File: config.mk
export PLATFORM = sky130hd
export DESIGN_NAME = vga_sync_generator
export DESIGN_NICKNAME = d
export VERILOG_FILES = /design/src/rtl/vga_timing_pkg.sv /design/src/rtl/vga_timing_counter.sv /design/src/rtl/vga_sync_generator.sv
export SDC_FILE = /design/constraint.sdc
export NUM_CORES = 1
export LEC_CHECK = 0
export CAP_MARGIN = 20
export CELL_PAD_IN_SITES_DETAIL_PLACEMENT = 0
export CELL_PAD_IN_SITES_GLOBAL_PLACEMENT = 1
export CORE_UTILIZATION = 41
export DETAILED_ROUTE_END_ITERATION = 7
export PLACE_DENSITY = 0.94
export RECOVER_POWER = 100
export SKIP_CTS_REPAIR_TIMING = 1
export SYNTH_ARGS = -nofsm -noshare
export SYNTH_HDL_FRONTEND = slang
export SYNTH_SLANG_ARGS = --single-unit
File: constraint.sdc
create_clock -name clock -period 4.47 [get_ports clock]
set_input_delay 0.894 -clock clock [delete_from_list [all_inputs] [get_ports clock]]
set_output_delay 0.894 -clock clock [all_outputs]
set_load 0.02 [all_outputs]
File: src/rtl/vga_timing_pkg.sv
// vga_timing_pkg: 800x600 @ 72 Hz timing constants, counter types and colour-bar table.
// Shared by vga_timing_counter and vga_sync_generator.

package vga_timing_pkg;

    localparam int unsigned H_VISIBLE = 800;
    localparam int unsigned H_FRONT   = 56;
    localparam int unsigned H_SYNC    = 120;
    localparam int unsigned H_BACK    = 64;
    localparam int unsigned V_VISIBLE = 600;
    localparam int unsigned V_FRONT   = 37;
    localparam int unsigned V_SYNC    = 6;
    localparam int unsigned V_BACK    = 23;

    localparam int unsigned H_TOTAL = H_VISIBLE + H_FRONT + H_SYNC + H_BACK;
    localparam int unsigned V_TOTAL = V_VISIBLE + V_FRONT + V_SYNC + V_BACK;

    localparam int unsigned HCOUNT_W = 12;
    localparam int unsigned VCOUNT_W = 11;

    typedef logic [HCOUNT_W-1:0] hcount_t;
    typedef logic [VCOUNT_W-1:0] vcount_t;
    typedef logic [11:0]         rgb444_t;

    // Window bounds are half-open: [start, stop)
    localparam hcount_t H_VIS_END    = hcount_t'(H_VISIBLE);
    localparam hcount_t H_SYNC_START = hcount_t'(H_VISIBLE + H_FRONT);
    localparam hcount_t H_SYNC_STOP  = hcount_t'(H_VISIBLE + H_FRONT + H_SYNC);
    localparam hcount_t H_LAST       = hcount_t'(H_TOTAL - 1);
    localparam vcount_t V_VIS_END    = vcount_t'(V_VISIBLE);
    localparam vcount_t V_SYNC_START = vcount_t'(V_VISIBLE + V_FRONT);
    localparam vcount_t V_SYNC_STOP  = vcount_t'(V_VISIBLE + V_FRONT + V_SYNC);
    localparam vcount_t V_LAST       = vcount_t'(V_TOTAL - 1);

    localparam int unsigned BAR_WIDTH = 100;
    localparam int unsigned NUM_BARS  = 8;

    localparam rgb444_t BAR_COLORS [NUM_BARS] = '{
        12'hFFF, 12'hFF0, 12'h0FF, 12'h0F0, 12'hF0F, 12'hF00, 12'h00F, 12'h000
    };

    // Colour of the bar covering a visible column; scans from the right so the
    // leftmost matching bar wins.
    function automatic rgb444_t bar_color(hcount_t col);
        rgb444_t c;
        c = BAR_COLORS[NUM_BARS-1];
        for (int i = NUM_BARS - 1; i >= 0; i--) begin
            if (col < hcount_t'((i + 1) * BAR_WIDTH)) begin
                c = BAR_COLORS[3'(i)];
            end
        end
        return c;
    endfunction

endpackage

File: src/rtl/vga_timing_counter.sv
// vga_timing_counter: stage-0 horizontal/vertical position counters.
// h runs 0..H_TOTAL-1; v advances only when h wraps and wraps on the same edge.

module vga_timing_counter
    import vga_timing_pkg::*;
(
    input  logic    clock,
    input  logic    reset,
    output hcount_t h_count,
    output vcount_t v_count
);

    hcount_t h_next;
    vcount_t v_next;

    // Next position with line and frame wrap
    always_comb begin
        h_next = h_count + 1'b1;
        v_next = v_count;
        if (h_count == H_LAST) begin
            h_next = '0;
            v_next = (v_count == V_LAST) ? '0 : v_count + 1'b1;
        end
    end

    // Position register, synchronous reset to (0,0)
    always_ff @(posedge clock) begin
        if (reset) begin
            h_count <= '0;
            v_count <= '0;
        end else begin
            h_count <= h_next;
            v_count <= v_next;
        end
    end

endmodule

File: src/rtl/vga_sync_generator.sv
// vga_sync_generator: 800x600 @ 72 Hz sync/RGB generator with a 1-cycle pixel fetch.
// Stage 0 counts, stage 1 requests the pixel, stage 2 drives syncs, position and RGB.
// Define VGA_TEST_PATTERN_EN to replace pixel_in with internal colour bars.

module vga_sync_generator
    import vga_timing_pkg::*;
(
    input  logic        clock,
    input  logic        reset,
    input  logic [11:0] pixel_in,
    input  logic        pixel_valid,
    output logic        pixel_req,
    output logic [11:0] req_col,
    output logic [10:0] req_row,
    output logic        hsync,
    output logic        vsync,
    output logic [11:0] rgb_out,
    output logic        visible,
    output logic [11:0] display_col,
    output logic [10:0] display_row,
    output logic        frame_start,
    output logic        underflow
);

    hcount_t h_count;
    vcount_t v_count;

    vga_timing_counter u_counter (
        .clock   (clock),
        .reset   (reset),
        .h_count (h_count),
        .v_count (v_count)
    );

    logic    s0_visible, s0_hsync, s0_vsync;
    logic    s1_visible, s1_hsync, s1_vsync;
    hcount_t s1_col;
    vcount_t s1_row;
    rgb444_t rgb_next;
    logic    underflow_next;
    logic    frame_next;

    // Stage-0 region decode
    always_comb begin
        s0_visible = (h_count < H_VIS_END) && (v_count < V_VIS_END);
        s0_hsync   = (h_count >= H_SYNC_START) && (h_count < H_SYNC_STOP);
        s0_vsync   = (v_count >= V_SYNC_START) && (v_count < V_SYNC_STOP);
    end

    // Stage 1: issue pixel request and carry position/flags along
    always_ff @(posedge clock) begin
        if (reset) begin
            s1_visible <= 1'b0;
            s1_hsync   <= 1'b0;
            s1_vsync   <= 1'b0;
            s1_col     <= '0;
            s1_row     <= '0;
            pixel_req  <= 1'b0;
            req_col    <= '0;
            req_row    <= '0;
        end else begin
            s1_visible <= s0_visible;
            s1_hsync   <= s0_hsync;
            s1_vsync   <= s0_vsync;
            s1_col     <= h_count;
            s1_row     <= v_count;
`ifdef VGA_TEST_PATTERN_EN
            pixel_req  <= 1'b0;
            req_col    <= '0;
            req_row    <= '0;
`else
            pixel_req  <= s0_visible;
            req_col    <= s0_visible ? h_count : '0;
            req_row    <= s0_visible ? v_count : '0;
`endif
        end
    end

`ifdef VGA_TEST_PATTERN_EN
    logic unused_pixel;
    assign unused_pixel = ^{pixel_in, pixel_valid};
`endif

    // Stage-2 colour select, underflow detection and frame marker
    always_comb begin
        // s1_visible gate keeps the reset-cleared (0,0) stage 1 from flagging a frame
        frame_next = s1_visible && (s1_col == '0) && (s1_row == '0);
`ifdef VGA_TEST_PATTERN_EN
        rgb_next       = s1_visible ? bar_color(s1_col) : '0;
        underflow_next = 1'b0;
`else
        rgb_next       = '0;
        underflow_next = underflow;
        if (s1_visible) begin
            if (pixel_valid) begin
                rgb_next = pixel_in;
            end else begin
                underflow_next = 1'b1;
            end
        end
`endif
    end

    // Stage 2: registered outputs
    always_ff @(posedge clock) begin
        if (reset) begin
            hsync       <= 1'b0;
            vsync       <= 1'b0;
            visible     <= 1'b0;
            display_col <= '0;
            display_row <= '0;
            rgb_out     <= '0;
            frame_start <= 1'b0;
            underflow   <= 1'b0;
        end else begin
            hsync       <= s1_hsync;
            vsync       <= s1_vsync;
            visible     <= s1_visible;
            display_col <= s1_col;
            display_row <= s1_row;
            rgb_out     <= rgb_next;
            frame_start <= frame_next;
            underflow   <= underflow_next;
        end
    end

endmodule

# ---- Word-level counts from Yosys, hierarchy flattened
# Cells that the tools add are included.
dict set report word_totals {
  ff_bits 112
  input_bits 15
}
dict set report classes {
  mux 1
  bitwise_logic 3
  order_cmp 6
  n_eq_ne 2
  add_sub_neg 2
  n_reduce_logical 11
}
# op n
set op_table {}
lappend op_table {{$lt 12x10->1 const B} 2}
lappend op_table {{$lt 11x10->1 const B} 2}
lappend op_table {{$add 12x1->12 const B} 1}
lappend op_table {{$eq 12x11->1 const B} 1}
lappend op_table {{$ge 12x10->1 const B} 1}
lappend op_table {{$logic_not 12->1} 1}
lappend op_table {{$add 11x1->11 const B} 1}
lappend op_table {{$eq 11x10->1 const B} 1}
lappend op_table {{$ge 11x10->1 const B} 1}
lappend op_table {{$logic_not 11->1} 1}
lappend op_table {{$mux 11} 1}
lappend op_table {{$logic_and 1x1->1} 5}
lappend op_table {{$reduce_or 2->1} 2}
lappend op_table {{$not 1->1} 3}
lappend op_table {{$reduce_or 3->1} 1}
lappend op_table {{$reduce_and 2->1} 1}

# ---- Longest topological paths before layout
dict set report depth {
  word_depth 4
  ltp_mapped 8
  ltp_nobuf 6
}

# ---- Cells and area by module
# A second synthesis with hierarchy kept.
dict set report hier_totals {
  hier_cells 342
  area_unflattened_um2 3733.6
}
# mod cells_per_inst area_per_inst_um2 n_inst seq_area_each_um2
set modules_own_cells {}
lappend modules_own_cells {vga_sync_generator 220 2623.8 1 1781.7}
lappend modules_own_cells {vga_timing_counter 122 1109.8 1 460.4}

# ---- Least setup slack after synthesis
# No wires, ideal clock.
dict set report synth_timing {
  path_type {input to register}
  startpoint {input reset}
  endpoint {register req_row[0]}
  arrival_time_ns 1.994
  n_path_buf 2
  slack_ns 2.416
  path_stages 5
  path_cell_list {clkbuf_1 -> or3_1 -> nor4b_4 -> buf_6 -> and2_1}
}
dict set report synth_via {
  elab_chain_len 1
}
# element line_no
set synth_lines {}
lappend synth_lines {{start, declared} vga_sync_generator.sv:9} ;# input logic reset,
lappend synth_lines {{$reduce_or 2->1 (no line)} --}
lappend synth_lines {{end signal, assigned} vga_sync_generator.sv:74} ;# req_row <= s0_visible ? v_count : '0;
lappend synth_lines {{end, declared} vga_sync_generator.sv:14} ;# output logic [10:0] req_row,
# Every way passes these cells.
# A chain may end at the register's enable or synchronous reset.

# ---- Final worst setup path
dict set report layout_timing {
  startpoint {register u_counter.h_count[0]}
  endpoint {register u_counter.v_count[7]}
}
dict set report layout_via {
  elab_chain_len 1
}
# element line_no
set layout_lines {}
lappend layout_lines {{start, declared} vga_timing_counter.sv:9} ;# output hcount_t h_count,
lappend layout_lines {{start signal, assigned} vga_timing_counter.sv:32} ;# h_count <= h_next;
lappend layout_lines {{$eq 12x11->1} vga_timing_counter.sv:20} ;# if (h_count == H_LAST) begin
lappend layout_lines {{end signal, assigned} vga_timing_counter.sv:33} ;# v_count <= v_next;
lappend layout_lines {{end, declared} vga_timing_counter.sv:10} ;# output vcount_t v_count
# Every way passes these cells.

==> metrics <==
status=finished clean; # diodes=0; Post-DRT Antenna Nets=0; hold_sp=s1_vsync; DR iter-0 viols=228; crit-path cells=ha_1 > and3_1 > nand4_1 > nand2b_1 > o32ai_1; CP Data Required Time=around 4.7 ns; Clock Latency Late Sink=~0.36 ns; Routed WL per cell=~13 µm; Pins Over Slew Limit=0; CP startpoint kind=flop; xor/xnor share of the synthesized area=under 10%; CTS Buf Count=9; crit path time final=approximately 2.4 ns; IO Pins=around 80; largest net degree at the start of global routing=73; final WL=about 7000 µm; adder-cell share of the synthesized area=under 10%; # rows=34; R2R Path End=u_counter.v_count[7]; GR Overflow Total=0; # DRC=0; crit-path max FO=15; hpwl dp=around 4600 µm; vias in the first global route=2343; synthesized area per cell=around 10 µm²; post-synthesis cell count=between 300 and 400; post-synthesis cell type count=39; vias=between 2000 and 3000; Max Cap Viol=0; Worst Setup SP=u_counter.h_count[0]; Hold Slack=~0.45 ns; Core Footprint=between 8000 and 9000 µm²; Setup violations, final=0; Worst Skew=around 0.010 ns; Synth Area in Compound Gates=6.56%; CP Data Arrival Time=around 2.6 ns; Final Cycle Share=about 53%; Fin. Hold Viols=0; most common cell after layout, fill and taps aside=dfxtp_1; delay-heaviest family, CP=simple AND/OR/NAND/NOR gates; GRT Overall Usage=14.8%; Max rail drop VDD=roughly 150 µV; post-synthesis mux area share=0%; vias per cell=4.90; Cell Area, Synth=between 3000 and 4000 µm²; Initial DRT Pass Iterations=4; post-synthesis register bit count=approximately 110; Worst R2R Path Depth=5; layout cell share with drive strength beyond 1=roughly 5.2%; largest family of logic cells by synthesized area=simple AND/OR/NAND/NOR gates; fmax=approximately 420 MHz; Buf/Inv on CP=0; TritonCTS clock tree=done; Tot Pwr=between 0.0015 and 0.002 W; Clock Tree Root=clkbuf_8; Worst path slowest cell=nand2b_1; H-tree levels=3; endpoint of the worst hold path=vsync; PD cells=~350 nW/µm²; RSZ-0062 raised after global routing=false; clock transition at the registers of the reported paths=0.10 ns; worst slew pin tran=between 0.9 and 1 ns; CTS max path bufs=2; I/O Buffers=~80; R2R Path Start=u_counter.h_count[0]; total of warnings raised by yosys=0; initial antenna violation count=0; worst rel slew slack=37.9%; setup_tns=0 ns; Chip Width=just under 100 µm; Worst path max stage delay=roughly 0.55 ns; Final #Nets=440; simple-gate area share of the yosys netlist=between 20% and 30%; global-route wire length before repair=approximately 11000 µm; hold path depth=1; Reg2Reg Setup Slack=approximately 2.1 ns; most frequent cells in the layout=dfxtp_1, dlygate4sd3_1, nor2b_1, nor2_1, and3_1; Initial Util=between 40 and 50%; Place WS=about 2.0 ns; critical path class=flop to flop; die height=97.0 µm; die area=~9400 µm²; Leak=between 1.5 and 2 nW; CTS sink count=between 100 and 150; Crit. End Element=flop; worst hold-check path type=flop to flop; Layout area overhead=26.8%; Routability Congestion=about 0.85; smallest setup slack after layout=2.11 ns; register area share after synthesis=60.6%
-- registers in the layout, indices dropped and copies added (netlist names) --
signal and cells:
hsync 1, display_col 12, rgb_out 12, req_row 11
display_row 11, frame_start 1, s1_vsync 1, u_counter.v_count 11
s1_hsync 1, underflow 1, vsync 1, s1_row 11
s1_visible 1, s1_col 12, u_counter.h_count 12, req_col 12
visible 1
-- power breakdown --
| part | internal, W | leakage, nW | switching, W |
|---|---|---|---|
| logic | 0.0000306 | 0.974 | 0.0000366 |
| registers | 0.00101 | 0.907 | 0.00000507 |
| clock network | 0.000240 | 0.0947 | 0.000327 |
| total | 0.00128 | 1.98 | 0.000369 |
-- Yosys cell counts --
| cell | instances | area share, % |
|---|---|---|
| o32ai_2 | 2 | 0.88 |
| nor3_1 | 4 | 0.54 |
| xnor2_1 | 7 | 1.7 |
| o311ai_0 | 1 | 0.24 |
| or2_2 | 2 | 0.34 |
| buf_1 | 1 | 0.10 |
| nor2_1 | 26 | 2.6 |
| o31ai_1 | 1 | 0.20 |
| or4_1 | 1 | 0.20 |
| buf_6 | 3 | 0.91 |
| and3_1 | 18 | 3.0 |
| o32ai_1 | 7 | 1.7 |
| and2_1 | 21 | 3.5 |
| ha_1 | 3 | 1.0 |
| a21oi_1 | 14 | 1.9 |
| nor2b_1 | 37 | 6.3 |
| o211ai_1 | 1 | 0.20 |
| inv_1 | 15 | 1.5 |
| and4_1 | 2 | 0.47 |
| xor2_1 | 2 | 0.47 |
| clkbuf_1 | 14 | 1.4 |
| and3b_1 | 1 | 0.24 |
| o41ai_2 | 1 | 0.44 |
| dfxtp_1 | 112 | 61 |
| nand4_1 | 8 | 1.4 |
| nor4_1 | 5 | 0.84 |
| o311ai_1 | 1 | 0.24 |
| or3b_1 | 2 | 0.47 |
| nand3_1 | 8 | 1.1 |
| o21ai_0 | 3 | 0.41 |
| nor4b_4 | 1 | 0.64 |
| buf_2 | 5 | 0.68 |
| nand2_1 | 7 | 0.71 |
| or3_1 | 8 | 1.4 |
| nor4b_2 | 1 | 0.41 |
| a211oi_1 | 2 | 0.41 |
| conb_1 | 1 | 0.10 |
| nor3b_1 | 1 | 0.20 |
| nand2b_1 | 4 | 0.68 |
-- kinds of logic (layout without fill, tap and decap cells) --
| kind of cell | count (synthesis) | after routing |
|---|---|---|
| buffers and inverters | 38 | 110 |
| adders and majority gates | 3 | 3 |
| other | 1 | 3 |
| and+or+nand+nor | 157 | 157 |
| xor gates and xnor gates | 9 | 9 |
| DFF | 112 | 112 |
| AOI/OAI and AO/OA | 33 | 33 |
-- stage by stage --
step | utilization, % | instances | cell area [µm²]
final | 53.8 | 535 | 4700
after global routing | 53.8 | 535 | 4700
after CTS | 53.9 | 535 | 4700
after detailed placement | 51.8 | 519 | 4510
after global placement | 51.8 | 519 | 4510
after floorplan | - | 355 | 3710
-- metal layers --
| metal | share of wire, % | vias up | global-route usage [%] |
|---|---|---|---|
| li1 | - | 1319 | - |
| met1 | 48 | 1192 | 20.2 |
| met2 | 43 | 97 | 21.6 |
| met3 | 6.6 | 12 | 4.12 |
| met4 | 1.8 | 0 | 6.89 |
| met5 | 0 | - | 0 |
-- worst max-delay path by stage --
| stage | to | depth (start not counted) |
|---|---|---|
| finish | u_counter.v_count[7] | 5 |
| detailed placement | frame_start | 5 |
| floorplan | req_row[0] | 5 |
| global route | u_counter.v_count[7] | 5 |
| CTS | u_counter.v_count[7] | 5 |
| global placement | req_col[0] | 4 |
-- final cells by class --
cell class	count	area (µm²)
fill	730	4030
sequential	112	2240
multi-input combinational	205	1290
timing repair buffer	79	782
clock buffer	12	155
tap	108	135
inverter	15	56.3
clock inverter	4	36.3
Power figures use the tool's default switching activity.
